$ cat config.mk
export PLATFORM = sky130hd
export DESIGN_NAME = serial_parity_sched
export DESIGN_NICKNAME = d
export VERILOG_FILES = /design/src/rtl/serial_parity_sched.sv
export SDC_FILE = /design/constraint.sdc
export NUM_CORES = 1
export LEC_CHECK = 0
export CAP_MARGIN = 20
export CORE_ASPECT_RATIO = 1.2
export CORE_MARGIN = 2
export CORE_UTILIZATION = 49
export DETAILED_ROUTE_END_ITERATION = 10
export PLACE_DENSITY_LB_ADDON = 0.12
export SYNTH_ARGS = -nofsm -noshare
export SYNTH_HDL_FRONTEND = slang
export SYNTH_SLANG_ARGS = --single-unit
export TNS_END_PERCENT = 50
$ cat constraint.sdc
create_clock -name clk -period 3.85 [get_ports clk]
set_input_delay 0.5775 -clock clk [delete_from_list [all_inputs] [get_ports clk]]
set_output_delay 0.5775 -clock clk [all_outputs]
set_load 0.005 [all_outputs]
$ cat src/rtl/serial_parity_sched.sv
// Round-robin scheduler feeding one serial parity engine shared by NREQ
// requesters. A granted word is shifted out LSB-first, one bit per clock,
// and the finished parity is reported together with the requester id.
module serial_parity_sched #(
  parameter int NREQ    = 4,
  parameter int DATA_W  = 8,
  parameter int ODD_PAR = 0,
  localparam int IDW    = (NREQ > 2) ? $clog2(NREQ) : 1
) (
  input  logic                   clk,
  input  logic                   rst_n,
  input  logic [NREQ-1:0]        req_i,
  input  logic [NREQ*DATA_W-1:0] data_i,
  output logic [NREQ-1:0]        ack_o,
  output logic                   busy_o,
  output logic                   bit_out_o,
  output logic                   bit_valid_o,
  output logic                   done_o,
  output logic                   parity_o,
  output logic [IDW-1:0]         grant_id_o
);

  localparam int             CW       = $clog2(DATA_W) + 1;
  localparam logic [CW-1:0]  LAST_BIT = CW'(DATA_W - 1);
  localparam logic [IDW-1:0] LAST_ID  = IDW'(NREQ - 1);
  localparam logic           PAR_INV  = 1'(ODD_PAR);

  typedef enum logic [1:0] {IDLE, SHIFT, DONE} state_e;

  state_e              state_q, state_d;
  logic [IDW-1:0]      ptr_q, ptr_d;
  logic [IDW-1:0]      gid_q, gid_d;
  logic [DATA_W-1:0]   sreg_q, sreg_d;
  logic [CW-1:0]       cnt_q, cnt_d;
  logic                acc_q, acc_d;
  logic [NREQ-1:0]     ack_q, ack_d;
  logic                busy_q, busy_d;
  logic                bit_q, bit_d;
  logic                vld_q, vld_d;
  logic                done_q, done_d;
  logic                par_q, par_d;

  logic                found;
  logic [IDW-1:0]      sel;
  logic [DATA_W-1:0]   word;

  // First requester at or after ptr, searching upward with wrap.
  always_comb begin
    found = 1'b0;
    sel   = '0;
    for (int k = 0; k < NREQ; k++) begin
      int c;
      c = int'(ptr_q) + k;
      if (c >= NREQ) c = c - NREQ;
      if (!found && req_i[c]) begin
        found = 1'b1;
        sel   = IDW'(c);
      end
    end
  end

  assign word = data_i[int'(sel)*DATA_W +: DATA_W];

  // Next state and next registered outputs; everything holds by default.
  always_comb begin
    state_d = state_q;
    ptr_d   = ptr_q;
    gid_d   = gid_q;
    sreg_d  = sreg_q;
    cnt_d   = cnt_q;
    acc_d   = acc_q;
    ack_d   = '0;
    busy_d  = busy_q;
    bit_d   = 1'b0;
    vld_d   = 1'b0;
    done_d  = 1'b0;
    par_d   = par_q;
    case (state_q)
      IDLE: begin
        if (found) begin
          state_d    = SHIFT;
          sreg_d     = word;
          gid_d      = sel;
          ack_d[sel] = 1'b1;
          acc_d      = 1'b0;
          cnt_d      = '0;
          busy_d     = 1'b1;
          vld_d      = 1'b1;
          bit_d      = word[0];
        end
      end
      SHIFT: begin
        acc_d  = acc_q ^ sreg_q[0];
        sreg_d = sreg_q >> 1;
        cnt_d  = cnt_q + 1'b1;
        if (cnt_q == LAST_BIT) begin
          // Last bit consumed: publish parity including it.
          state_d = DONE;
          done_d  = 1'b1;
          par_d   = acc_q ^ sreg_q[0] ^ PAR_INV;
        end else begin
          vld_d = 1'b1;
          bit_d = sreg_q[1];
        end
      end
      DONE: begin
        state_d = IDLE;
        busy_d  = 1'b0;
        ptr_d   = (gid_q == LAST_ID) ? '0 : gid_q + 1'b1;
      end
      default: state_d = IDLE;
    endcase
  end

  // State and output registers; reset aborts any frame in flight.
  always_ff @(posedge clk or negedge rst_n) begin
    if (!rst_n) begin
      state_q <= IDLE;
      ptr_q   <= '0;
      gid_q   <= '0;
      sreg_q  <= '0;
      cnt_q   <= '0;
      acc_q   <= 1'b0;
      ack_q   <= '0;
      busy_q  <= 1'b0;
      bit_q   <= 1'b0;
      vld_q   <= 1'b0;
      done_q  <= 1'b0;
      par_q   <= 1'b0;
    end else begin
      state_q <= state_d;
      ptr_q   <= ptr_d;
      gid_q   <= gid_d;
      sreg_q  <= sreg_d;
      cnt_q   <= cnt_d;
      acc_q   <= acc_d;
      ack_q   <= ack_d;
      busy_q  <= busy_d;
      bit_q   <= bit_d;
      vld_q   <= vld_d;
      done_q  <= done_d;
      par_q   <= par_d;
    end
  end

  assign ack_o       = ack_q;
  assign busy_o      = busy_q;
  assign bit_out_o   = bit_q;
  assign bit_valid_o = vld_q;
  assign done_o      = done_q;
  assign parity_o    = par_q;
  assign grant_id_o  = gid_q;

endmodule

Word-level counts from Yosys, hierarchy flattened

Index checks and enable logic that the tools add are counted.

Bits in registers: 28
Bits of input ports: 38
Output and inout bits: 11
Logic and storage cells: 102

Add/subtract/negate cells: 9
Order comparisons: 10
Equal/unequal tests: 6
Shift-type cells: 1
Mux-type cells: 48
Bitwise gates (word level): 1
Reductions and logical operators: 15

Operators by type and width:

| operator              | number |
|---|---|
| $lt A32 B4 Y1 const B | 4 |
| $mux W32              | 4 |
| $shiftx A32 B6 Y8     | 1 |
| $mux W1               | 21 |
| $pmux W8 S2           | 1 |
| $mux W2               | 7 |
| $mux W4               | 3 |
| $sub A3 B3 Y4 const B | 3 |
| $reduce_and A2 Y1     | 5 |
| $ge A3 B3 Y1 const B  | 3 |
| $bmux W1 S2           | 4 |
| $mux W8               | 1 |
| $pmux W1 S2           | 4 |
| $pmux W4 S2           | 1 |
| $add A2 B2 Y3 const B | 2 |
| $add A4 B1 Y4 const B | 1 |
| $eq A2 B2 Y1 const B  | 2 |
| $eq A4 B3 Y1 const B  | 1 |
| $logic_and A1 B1 Y1   | 4 |
| $ne A2 B2 Y1 const B  | 2 |
| $pmux W2 S2           | 1 |
| $reduce_bool A2 Y1    | 2 |
| $sub A2 B3 Y4 const B | 1 |
| $add A2 B1 Y3 const B | 1 |
| other kinds (9)       | 11 |

Longest topological paths before layout

Gate-level depths: netlist of the first run.

Depth after elaboration: 21
Depth in mapped cells: 8
Gate-level depth less buffers: 6

Worst setup path before layout of the first run

Ideal clock, no wire load.

Path kind: input -> register
From: input req_i[3]
To: register sreg_q[5]
Library setup time: 0.125 ns
Arrival: 1.791 ns
Required time: 3.725 ns
Slack: 1.934 ns
Cell stages on the path: 8
Path buffers: 2
Cell sequence: buf_2 and3b_1 o21ai_2 nand2_2 buf_6 mux2_1 a21oi_1 o31ai_1

Cells in the longest elaborated chain, start to end: 16
Elaborated cells between the ends (all ways): 31
Classes of those cells: 1 x eq/ne; 1 x shift; 22 x mux; 7 x reduce/logical

Ends and longest elaborated chain:

| element                                     | line | RTL |
|---|---|---|
| from (decl)                                 | 12   | `input logic [NREQ-1:0] req_i,` |
| $bmux W1 S2                                 | 55   | `if (!found && req_i[c]) begin` |
| $mux W1 (not written as such) (2 in series) | 55   |  |
| $mux W1                                     | 55   |  |
| $logic_not A1 Y1                            | 55   |  |
| $logic_and A1 B1 Y1                         | 55   |  |
| $mux W1                                     | 55   |  |
| $logic_not A1 Y1                            | 55   |  |
| $logic_and A1 B1 Y1                         | 55   |  |
| $mux W1                                     | 55   |  |
| $logic_not A1 Y1                            | 55   |  |
| $logic_and A1 B1 Y1                         | 55   |  |
| $mux W2                                     | 55   |  |
| $shiftx A32 B6 Y8                           | 62   | `assign word = data_i[int'(sel)*DATA_W +: DATA_W];` |
| $mux W8                                     | 80   | `if (found) begin` |
| $pmux W8 S2                                 | 78   | `case (state_q)` |
| to (signal assigned)                        | 134  | `sreg_q <= sreg_d;` |
| to (decl)                                   | 33   | `logic [DATA_W-1:0] sreg_q, sreg_d;` |

Parallel ways exist; a longest one is shown, timed or not. The select of a mux whose other input is x is not followed.
A chain may end at the register's enable or synchronous reset.

Final worst setup path of the first run

From: input req_i[0]
To: register cnt_q[3]

Cells in the longest elaborated chain, start to end: 15
Elaborated cells between the ends (all ways): 24
Classes of those cells: 1 x eq/ne; 16 x mux; 7 x reduce/logical

Ends and longest elaborated chain:

| element                                     | line | RTL |
|---|---|---|
| $bmux W1 S2                                 | 55   |  |
| $mux W1 (not written as such) (2 in series) | 55   |  |
| $mux W1                                     | 55   |  |
| $logic_not A1 Y1                            | 55   |  |
| $logic_and A1 B1 Y1                         | 55   |  |
| $mux W1                                     | 55   |  |
| $logic_not A1 Y1                            | 55   |  |
| $logic_and A1 B1 Y1                         | 55   |  |
| $mux W1                                     | 55   |  |
| $logic_not A1 Y1                            | 55   |  |
| $logic_and A1 B1 Y1                         | 55   |  |
| $mux W1 (*)                                 | 55   |  |
| $ne A2 B2 Y1 (no source line) (*)           | n/a  |  |
| $reduce_and A2 Y1 (no source line) (*)      | n/a  |  |
| to (signal assigned)                        | 135  | `cnt_q <= cnt_d;` |
| to (decl)                                   | 34   | `logic [CW-1:0] cnt_q, cnt_d;` |

Every way passes the cells marked *; elsewhere a longest branch is shown, timed or not. The select of a mux whose other input is x is not followed.

==> results of run 1 <==
==> how the worst max path moves through the flow <==
stage          slack, ns  cells past startpoint     start                    end
6_report            1.57                      5  req_i[0]   cnt_q[3]$_DFFE_PN0P_
5_1_grt             1.42                      5  req_i[0]   cnt_q[3]$_DFFE_PN0P_
4_1_cts             1.60                      7  req_i[3]  sreg_q[5]$_DFFE_PN0P_
3_5_place_dp        1.25                      7  req_i[3]  sreg_q[5]$_DFFE_PN0P_
3_3_place_gp        1.32                      7  req_i[3]  sreg_q[5]$_DFFE_PN0P_
2_1_floorplan       1.93                      8  req_i[3]  sreg_q[5]$_DFFE_PN0P_
==> cell usage after synthesis (all sizes together) (4+ instances only) <==
library cell / instances / area, sq um
buf: 6 / 38.8
nand2: 18 / 70.1
o21ai: 13 / 72.6
mux2: 9 / 101
o31ai: 5 / 37.5
a221o: 4 / 40.0
mux2i: 9 / 90.1
dfrtp: 28 / 701
nor2: 13 / 65.1
a21oi: 10 / 50.1
==> placed cells by master (no fill, tap or decap), types with 2 or more instances in the layout <==
cell             instances
clkdlybuf4s50_1         48
dfrtp_1                 28
nand2_1                 17
nor2_1                  12
a21oi_1                 10
mux2i_1                  9
o21ai_0                  9
mux2_2                   8
o31ai_1                  5
a221o_1                  4
nor2b_1                  3
nor3_1                   3
clkbuf_4                 3
o21ai_2                  2
o221a_2                  2
nand2b_1                 2
inv_1                    2
a22oi_1                  2
o21ai_1                  2
ha_1                     2
==> kinds of logic after synthesis <==
logic type | Yosys count | synth area share
AO/OA/AOI/OAI | 45 | 0.210
AND/OR/NAND/NOR | 44 | 0.141
flip-flops | 28 | 0.457
multiplexers | 18 | 0.125
buffers and inverters | 12 | 0.0400
XOR/XNOR | 2 | 0.0114
adder cells (fa/ha/maj) | 2 | 0.0163
==> per-stage QoR <==
| step | utilization | total power [mW] |
|---|---|---|
| 4_1_cts | 0.674 | 1.30 |
| 6_report | 0.674 | 1.29 |
| 3_5_place_dp | 0.666 | 1.18 |
| 2_1_floorplan | - | 0.973 |
| 3_3_place_gp | 0.666 | 1.15 |
| 5_1_grt | 0.674 | 1.41 |
==> state kept, by name, indices dropped and copies added, names as in the netlist, 2 cells and up <==
| name | flops |
|---|---|
| cnt_q | 4 |
| grant_id_o | 2 |
| ack_o | 4 |
| sreg_q | 8 |
| state_q | 2 |
| ptr_q | 2 |
==> final cells by class <==
class	count	area, sq um
fill	261	988
tap	36	45.0
clock buffer	3	22.5
timing repair buffer	49	488
inverter	3	11.3
multi-input combinational	111	772
sequential	28	701
==> power by group through the flow <==
stage / clock, mW / combinational, mW / sequential [mW]
final: 0.117 / 0.659 / 0.517
after global routing: 0.133 / 0.744 / 0.532
after CTS: 0.122 / 0.667 / 0.515
after detailed placement: 0 / 0.661 / 0.521
after global placement: 0 / 0.635 / 0.513
after floorplan: 0 / 0.487 / 0.486
==> layer usage <==
metal,up-vias,share of wire,track usage
met5,-,0,0
met4,0,0.0062,0.0549
met3,2,0.044,0.0295
met2,28,0.53,0.405
met1,626,0.42,0.272
li1,637,-,-
==> results.md, run 1 <==
- # IOs: 49
- Nets@finish: 236
- GR Overflow Total: 0
- Longest Clk Path Bufs: 2
- Worst-path maximum fanout: 19
- Power Internal: 0.785 mW
- Bufs and invs on worst path: 1
- DR iter-0 viols: 29
- Pwr Density: 634 mW/mm^2
- Routed via count: 1293
- Syn avg cell area: 10.2 sq um
- Resize count post-CTS: 0
- Root buffer cell: clkbuf_4
- Gr usage total: 0.224
- Hold Path Stages: 1
- Cell family with most CP delay: compound AO/OA/AOI/OAI gates
- Final Wtd Congestion: 0.837
- Outcome: completed
- Setup Fix Bufs, Post-CTS: 0
- # Max-Cap Violations: 0
- Post-Syn Nets: 191
- Non-Filler Instances: 230
- Synth Register Bits: 28
- Synthesized instance count: 151
- Core Rows: 22
- Leakage: 0.880 nW
- FFs w/ async S/R, synth: 1.00
- Maximum VDD drop: 526 uV
- Critical Path RT: 4.08 ns
- Critical Path, Cell by Cell: clkdlybuf4s50_1 -> nor4_1 -> a21o_1 -> o21ai_0 -> o21ai_0
- Post-synthesis sequential area ratio: 0.457
- Sink Count: 28
- Layout cells sized above 1: 0.113
- Placed Area: 0.00202 sq mm
- RSZ-0062 raised after global routing: false
- Power share of the combinational group: 0.510
- Clk_lat worst skew: 0.31 ns
- Synth warnings: 0
- Placed Cells: 227
- Most used cell, CP: o21ai_0
- Crit path largest cell delay: 0.58 ns
- Initial Util: 0.507
- Crit path DAT: 2.52 ns
- Clk pin slew, worst setup/hold paths: 0.14 ns
- Hold Crit Class: reg -> reg
- Net Sw Power: 0.507 mW
- Endpoints failing hold: 0
- Final hold slack: 0.509 ns
- Slowest-stage cell, CP: nor4_1
- Worst setup slack after layout: 1.57 ns
- Antenna-violating nets left: 0
- WL/cell: 16.2 microns
- CTS H-tree lvls: 1
- Clock power share: 0.090
- ANT cells: 0
- CTS tree: built
- Worst reg-to-reg path cell count: 6
- Synthesized cell area: 0.00153 sq mm
- Die ar.: 0.00360 sq mm
- Std-Cell Core Area: 0.00303 sq mm
- Via density: 5.62
- Least-Margin Pin Slew: 0.774 ns
- Max_slew headroom: 0.482
- Register share of total power: 0.400
- WL final: 3720 microns
- Setup crit start kind: input port
- DR pass1 iterations: 4
- DP HPWL: 2780 microns
- Setup Crit Path Kind: in -> reg
- Drc violations: 0
- Crit Reg-Reg Endpoint: sreg_q[5]$_DFFE_PN0P_
- Area grow syn2layout: 33.0%
- Vias in the first global route: 1335
- Final period util: 0.593
- R2r setup slk: 1.94 ns
- IO buf count: 48
- Net Sw Frac: 0.393
- Pre-CTS setup slack: 1.25 ns
- Most used DFF post-synth: dfrtp_1
- Sum Neg Setup Slack: 0 ns
- Fin Clk Skew: 0.00192 ns
- First-pass GRT wire length: 6000 microns
- Chip Width: 55.1 microns
- Max Slew Vio Count: 0
- Worst Min Path Start: busy_o$_DFFE_PN0P_
- Largest net degree at the start of global routing: 29
- Final setup viols: 0
- Antenna violations before repair: 0
- CTS Buf Count: 3
- EDFF count, synth: 0
- Fmax: 438 MHz
- Hold_buf cts: 0
- R2r startpoint: ptr_q[0]$_DFFE_PN0P_
- Post-route cell area: 0.00204 sq mm
- Worst Hold End: busy_o$_DFFE_PN0P_
- Tmin final: 2.28 ns
- CP Capture Type: register
- Synth cell types: 42
- Die height: 65.3 microns
(Power assumes the default switching activity.)
==> inputs of run 2 (changes only) <==
Settings changed: CORE_UTILIZATION 49 to 46.
Clock period 3.85 ns to 2.2 ns, I/O delays scaled along.
==> run 2 against run 1 <==
Sequential power up 74%. Wire length fell by 0.30%. Largest power group unchanged. Sequential share of layout area is 1.1 points lower. Highest routed layer unchanged. Via count is 3.5% higher. Clock skew is 0.0089 ns higher. Largest cell class unchanged. Worst setup slack got worse by 1.3 ns. Clock power rose by 79%. Global-route usage decreased by 1.3 points. Critical endpoint is now sreg_q[1]$_DFFE_PN0P_.
==> results.md, run 2 (synthesized netlist as in run 1, its figures left out) <==
- Most frequent cells in the layout: clkdlybuf4s50_1 (48), dfrtp_1 (28), nand2_1 (17)
- CTS H-tree lvls: 1 (unchanged)
- Pwr Density: 1090 mW/mm^2 (+73%)
- Critical Path RT: 2.42 ns (-1.66 ns)
- DR pass1 iterations: 4 (unchanged)
- Endpoints failing hold: 0 (unchanged)
- Via density: 5.60 (-0.42%)
- Fmax: 512 MHz
- Max Slew Vio Count: 0 (unchanged)
- Vias in the first global route: 1355 (+1.5%)
- Final period util: 0.889
- Tot Pwr: 2.31 mW (+78%)
- First-pass GRT wire length: 6220 microns (+3.5%)
- Largest Register: sreg_q
- Final setup viols: 0 (unchanged)
- Std-Cell Core Area: 0.00311 sq mm (+2.7%)
- Die ar.: 0.00381 sq mm (+6.1%)
- Least-Margin Pin Slew: 0.427 ns (-0.348 ns)
- CP Capture Type: register
- Routed via count: 1338 (+3.5%)
- Fin Clk Skew: 0.0108 ns (+0.00887 ns)
- WL final: 3710 microns (-0.30%)
- Longest Clk Path Bufs: 2 (unchanged)
- Gr usage total: 0.211 (-0.0132)
- Clk pin slew, worst setup/hold paths: 0.15 ns (about the same)
- Max_slew headroom: 0.715 (+0.234)
- Core Rows: 22 (unchanged)
- Setup Crit Path Kind: in -> reg
- Chip Width: 56.7 microns (+3.0%)
- Setup crit start kind: input port
- Maximum VDD drop: 757 uV (+44%)
- Largest net degree at the start of global routing: 29 (unchanged)
- Sink Count: 28 (unchanged)
- Layout fillers: 254 (-2.7%)
- Nets@finish: 245 (+3.8%)
- ANT cells: 0 (unchanged)
- Area grow syn2layout: 37.4%
- Number of flip-flops in the largest register: 8 (unchanged)
- # IOs: 49 (unchanged)
- DR iter-0 viols: 71 (+140%)
- WL/cell: 15.5 microns (-4.1%)
- Worst-path maximum fanout: 13 (-6)
- Outcome: completed
- Antenna violations before repair: 0 (unchanged)
- IO buf count: 48 (unchanged)
- Leakage: 0.923 nW (+4.9%)
- Setup Fix Bufs, Post-CTS: 0 (unchanged)
- Most common cell after layout, fill and taps aside: clkdlybuf4s50_1
- Crit path DAT: 2.17 ns (-0.35 ns)
- Final Wtd Congestion: 0.784 (-6.3%)
- Tmin final: 1.95 ns
- Initial Util: 0.493 (-0.0134)
- # Max-Cap Violations: 0 (unchanged)
- CTS tree: built
- Drc violations: 0 (unchanged)
- Final Util: 0.677 (+0.00384)
- R2r setup slk: 0.35 ns (-1.59 ns)
- Clk_lat worst skew: 0.33 ns (+0.02 ns)
- Die height: 67.3 microns (+3.0%)
- CTS Buf Count: 3 (unchanged)
- Layout cells sized above 1: 0.153 (+0.0393)
- GR Overflow Total: 0 (unchanged)
- Root buffer cell: clkbuf_4
- Hold_buf cts: 0 (unchanged)
- RSZ-0062 raised after global routing: false
- Resize count post-CTS: 0 (unchanged)
- DP HPWL: 2940 microns (+5.7%)
- Hold Crit Class: in -> async
- Antenna-violating nets left: 0 (unchanged)
## run 2: critical path: stages
cell,delay [ns]
clkdlybuf4s50_1,0.53
nand3b_1,0.22
o221a_2,0.16
nand2_2,0.28
mux2_2,0.38
a21oi_1,0.18
o31ai_1,0.10
## run 2: path summary, 6_finish.rpt
path                                        from                     to  cells after the start
hold reg to reg            sreg_q[3]$_DFFE_PN0P_  sreg_q[3]$_DFFE_PN0P_                      2
setup reg to reg            ptr_q[0]$_DFFE_PN0P_  sreg_q[1]$_DFFE_PN0P_                      6
hold / removal                             rst_n   ptr_q[0]$_DFFE_PN0P_                      2
setup / recovery                        req_i[3]  sreg_q[1]$_DFFE_PN0P_                      7
max in group asynchronous                  rst_n  sreg_q[3]$_DFFE_PN0P_                      2
min in group clk           sreg_q[3]$_DFFE_PN0P_  sreg_q[3]$_DFFE_PN0P_                      2
## run 2: power by group
group / internal [mW] / total (mW) / switching, mW
Sequential: 0.722 / 0.900 / 0.178
Clock: 0.0643 / 0.209 / 0.145
Combinational: 0.632 / 1.20 / 0.564
## run 2: cell type report
class	count	area, sq um	area share
Multi-Input combinational cell	111	772	0.366
Inverter	3	11.3	0.00534
Sequential cell	28	701	0.333
Clock buffer	3	22.5	0.0107
Timing Repair Buffer	58	556	0.264
Tap cell	36	45.0	0.0214
## run 2: stage by stage
stage	setup TNS (ns)	hold WS [ns]	cell area (sq um)	setup slack, ns	instances
after CTS	0	0.380	2110	0.263	239
after global routing	0	0.377	2110	0.131	239
after global placement	-0.0882	0.464	2080	-0.0307	236
after detailed placement	-0.463	0.475	2080	-0.107	236
final	0	0.359	2110	0.245	239
after floorplan	0	0.0344	1530	0.517	151
## run 2: metal layers
metal  GRT usage  routed length, microns
met3      0.0307                     192
met4      0.0655                      55
met5           0                       0
met2       0.394                    2010
met1       0.250                    1450
==> RTL change 1: new RTL, config.mk and constraints of run 2 <==
Re-encode `state_e` (3 states) as one-hot, 3 bits wide.
--- a/src/rtl/serial_parity_sched.sv
+++ b/src/rtl/serial_parity_sched.sv
@@ -25,7 +25,7 @@
   localparam logic [IDW-1:0] LAST_ID  = IDW'(NREQ - 1);
   localparam logic           PAR_INV  = 1'(ODD_PAR);
 
-  typedef enum logic [1:0] {IDLE, SHIFT, DONE} state_e;
+  typedef enum logic [2:0] {IDLE = 3'b001, SHIFT = 3'b010, DONE = 3'b100} state_e;
 
   state_e              state_q, state_d;
   logic [IDW-1:0]      ptr_q, ptr_d;
Behaviour: same outputs for any inputs over 10 cycles, from zero or initial values and one cycle with rst_n low; not proved beyond that.
==> RTL change 1 against run 2 <==
- die area increased by 0.83%
- synthesized area rose by 0.90%
- worst setup slack lost 0.14 ns
- non-clock buffer count increased by 3
- worst hold slack gained 0.074 ns
- synthesized cell count up 3.3%
- routed wire length up 0.67%
- largest power group unchanged
- sequential cell count increased by 1
- final area grew 5.9%
- power fell by 5.5%
- register-to-register slack worse by 0.08 ns
==> RTL change 1: results (changes against run 2) <==
[pwr]
leakage_nw = 0.9770  ; was 0.9230 nW
ir_worst_vdd_v = 0.0008090  ; was 0.0007572 V

[cts]
insertion_delay_ns = 0.27  ; was 0.33 ns
clockRootBuffer = clkbuf_8  ; was clkbuf_4
numCtsBuffers = 5  ; was 3

[yosys]
netlist_top_cells_count = dfrtp_1, nor2_1, a21oi_1, nand2_1, mux2i_1  ; was dfrtp_1, nand2_1, nor2_1
synth_fp_nets = 196  ; was 191
yosysSeqAreaShare = 0.4697  ; was 0.4568
synth_area_leaders = dfrtp_1, mux2i_1, nor2_1  ; was dfrtp_1, mux2i_1, mux2_2

[place]
place_ws_ns = -0.1904  ; was -0.1071 ns
dp_hpwl_mm = 2.867  ; was 2.937 mm

[grt]
grt_use_total = 0.2153  ; was 0.2110
grt_pass1_vias = 1520  ; was 1,355
grt_max_degree = 30  ; was 29
grt_pass1_wl_mm = 6.451  ; was 6.216 mm

[setup_path]
r2r_slack_ns = 0.27  ; was 0.35 ns
critPathMaxFanout = 15  ; was 13
timing.rr.start = ptr_q[1]  ; was ptr_q[0]
crit_slowest_cell = or4_4  ; was clkdlybuf4s50_1

[sta]
slew_headroom = 0.6005  ; was 0.7154
skew_ns = 0.006070  ; was 0.01079 ns

[status]
status = finished, final reports clean  ; unchanged

[finish]
drive_above_1_share = 0.1644  ; was 0.1527
nNetsFinal = 258  ; was 245

[drt]
wl_mm = 3.737  ; was 3.712 mm
vias = 1427  ; was 1,338
drt_first_iter_violations = 55  ; was 71

==> RTL change 1: cell count changes after synthesis, sizes merged, moves of 5 or more <==
cell,before,now
a21oi,10,21
nor2,13,21
nand3,0,7
o31ai,5,0
mux2,9,2
o21ai,13,8
==> RTL change 1: how the worst max path moves through the flow <==
| stage | to | slack [ns] | cells after the start |
|---|---|---|---|
| 3_5_place_dp | sreg_q[0] | -0.19 | 7 |
| 6_report | sreg_q[0] | 0.10 | 7 |
| 3_3_place_gp | sreg_q[0] | -0.10 | 7 |
| 5_1_grt | sreg_q[0] | 0.02 | 7 |
| 2_1_floorplan | sreg_q[0] | 0.25 | 8 |
| 4_1_cts | sreg_q[0] | 0.1 | 7 |
==> RTL change 1: per-stage QoR <==
step                      total power [W]  hold slack [ns]  instances    util  setup TNS [ns]
after floorplan                  0.001362          0.03441        156       -               0
after global placement           0.001657           0.4893        248  0.6480         -0.3979
after detailed placement         0.001710           0.5086        248  0.6480          -1.036
after CTS                        0.002193           0.4413        256  0.6789               0
after global routing             0.002332           0.4733        256  0.6800               0
final                            0.002179           0.4324        256  0.6800               0
==> RTL change 1: timing repair <==
action | in CTS | in global routing
endpoints found under the setup margin | 0 | 1
resized for setup | 0 | 1
hold buffers | 0 | 0
setup buffers | 0 | 0
==> RTL change 1: cell type report <==
class                           count  area [um2]
Tap cell                           37       46.29
Sequential cell                    29       726.9
Inverter                            3       11.26
Multi-Input combinational cell    118       767.0
Timing Repair Buffer               61       578.1
Fill cell                         262        1050
Clock inverter                      1       5.005
Clock buffer                        7       96.34
==> RTL change 1: cell families after synthesis <==
| family | Yosys count | synth area share |
|---|---|---|
| flip-flops | 29 | 0.4697 |
| AO/OA/AOI/OAI | 45 | 0.2021 |
| AND/OR/NAND/NOR | 57 | 0.1843 |
| multiplexers | 12 | 0.07923 |
| buffers and inverters | 9 | 0.03718 |
| adder cells (fa/ha/maj) | 2 | 0.01617 |
| XOR/XNOR | 2 | 0.01132 |
==> RTL change 1: power by group through the flow <==
stage                     clock network (W)  logic [W]  registers (W)
after floorplan                           0   0.000552       0.000810
after CTS                          0.000487   0.000879       0.000827
after global placement                    0   0.000832       0.000825
after global routing               0.000509   0.000972       0.000851
after detailed placement                  0   0.000876       0.000834
final                              0.000481   0.000870       0.000828
==> RTL change 1: metal layers <==
layer | track usage | part of all wire | vias to the layer above
li1 | - | - | 688
met4 | 0.07267 | 0.0067 | 0
met1 | 0.2378 | 0.41 | 688
met3 | 0.04598 | 0.054 | 2
met2 | 0.4080 | 0.53 | 49
met5 | 0 | 0 | -
==> RTL change 2: new RTL, settings of run 2 <==
Without the edit above. Change the parameter `NREQ` from 4 to 2.
--- a/src/rtl/serial_parity_sched.sv
+++ b/src/rtl/serial_parity_sched.sv
@@ -2,7 +2,7 @@
 // requesters. A granted word is shifted out LSB-first, one bit per clock,
 // and the finished parity is reported together with the requester id.
 module serial_parity_sched #(
-  parameter int NREQ    = 4,
+  parameter int NREQ    = 2,
   parameter int DATA_W  = 8,
   parameter int ODD_PAR = 0,
   localparam int IDW    = (NREQ > 2) ? $clog2(NREQ) : 1
Ports: changed (resized ack_o, data_i, grant_id_o and req_i); port bits go from 49 to 28. The function was not compared with the original's and may differ.
==> RTL change 2 against run 2 <==
- power shrank 24%
- register-to-register slack gained 0.25 ns
- synthesized area shrank 28%
- final area shrank 32%
- non-clock buffer count shrank 28
- worst hold slack lost 0.0018 ns
- sequential cell count shrank 4
- worst setup slack gained 0.35 ns
- sequential power shrank 14%
- clock power grew 9.6%
- routed wire length shrank 40%
- sequential share of layout area grew 8.5 points
- core utilization shrank 4.7 points
==> RTL change 2: results (changes against run 2) <==
[drt]
detail_route.wl_per_cell_um = 13.38  ; was 15.53 um
drt_first_iter_violations = 14  ; was 71
drt-met1-wl_um = 957  ; was 1.451 mm
wl_met2_mm = 1.120  ; was 2.012 mm
vias = 866  ; was 1,338

[yosys]
synth_fp_nets = 128  ; was 191
synth_compound_area_frac = 0.2032  ; was 0.2096
synth_xor_area_frac = 0.01589  ; was 0.01142
netlist_top_cells_count = dfrtp_1, nand2_1, a21oi_1  ; was dfrtp_1, nand2_1, nor2_1
yosysSeqAreaShare = 0.5448  ; was 0.4568
synth_area_leaders = dfrtp_1, nand2_1, a31o_1  ; was dfrtp_1, mux2i_1, mux2_2
ys_types = 27  ; was 42
synthMuxAreaShare = 0.02838  ; was 0.1248

[pwr]
netSwitchingFraction = 0.3567  ; was 0.3846
ir_worst_vdd_v = 0.0005508  ; was 0.0007572 V

[grt]
grt_use_total = 0.1786  ; was 0.2110
grt_pass1_wl_mm = 3.864  ; was 6.216 mm
met3_usage = 0.02577  ; was 0.03065
grt_max_degree = 25  ; was 29
met1_usage = 0.2127  ; was 0.2500
use_met2 = 0.3249  ; was 0.3939

[status]
status = finished, final reports clean  ; unchanged

[place]
placed_cell_area_um2 = 1403  ; was 2085 um2
dp_hpwl_mm = 1.624  ; was 2.937 mm
io_buffers = 27  ; was 48
gp_congestion = 0.8064  ; was 0.7844

[setup_path]
critPathArrivalTime_ns = 1.78  ; was 2.17 ns
cpPeakStageDelay_ns = 0.56  ; was 0.53 ns
startpoint = state_q[0]  ; was req_i[3]
crit_family = simple AND/OR/NAND/NOR gates  ; was buffers and inverters
critPathMaxFanout = 21  ; was 13

[floorplanning]
placementRows = 19  ; was 22

[finish]
drive_above_1_share = 0.06667  ; was 0.1527

[sta]
skew_ns = 0.004583  ; was 0.01079 ns
slew_headroom = 0.5582  ; was 0.7154

[cts]
path_clk_slew_ns = 0.13  ; was 0.15 ns

-- RTL change 2: cell count changes after synthesis, sizes merged, moves of 3 or more --
cell / change
o21ai: -6
mux2: -8
nor2b: +4
a221o: -4
a31o: +5
mux2i: -7
inv: -3
nor2: -8
dfrtp: -4
-- RTL change 2: power by group through the flow --
stage | clock [W] | sequential [W] | combinational, W
after floorplan | 0 | 0.000736 | 0.000538
after global placement | 0 | 0.000771 | 0.000739
after detailed placement | 0 | 0.000789 | 0.000761
after CTS | 0.000236 | 0.000779 | 0.000768
after global routing | 0.000255 | 0.000803 | 0.000850
final | 0.000229 | 0.000775 | 0.000757
-- RTL change 2: kinds of logic after synthesis --
| logic type | Yosys count |
|---|---|
| compound gates | 34 |
| fa+ha+maj | 1 |
| buf+inv | 6 |
| xor+xnor | 2 |
| flops | 24 |
| mux | 3 |
| simple gates | 37 |
-- RTL change 2: path summary, 6_finish.rpt --
path	endpoint	slack, ns	depth (start not counted)
worst min register to register	sreg_q[1]	0.49	2
worst min-delay path	done_o	0.36	2
worst max register to register	sreg_q[5]	0.60	3
min in group clk	sreg_q[1]	0.49	2
worst max-delay path	sreg_q[5]	0.60	3
max in group asynchronous	state_q[0]	1.61	2
-- RTL change 2: cell type report --
class | count | area (um2)
Timing Repair Buffer | 30 | 292.8
Fill cell | 210 | 843.3
Clock buffer | 4 | 36.28
Multi-Input combinational cell | 77 | 470.5
Sequential cell | 24 | 600.6
Tap cell | 31 | 38.79
-- RTL change 2: per-stage QoR --
stage                     setup slack, ns    util  hold WS [ns]  std cells
after global routing               0.4382  0.6305        0.3957        166
final                              0.5999  0.6305        0.3567        166
after global placement             0.3751  0.6146        0.4461        162
after floorplan                    0.9608       -       0.03441        107
after detailed placement           0.3305  0.6146        0.4658        162
after CTS                          0.6188  0.6305        0.3635        166
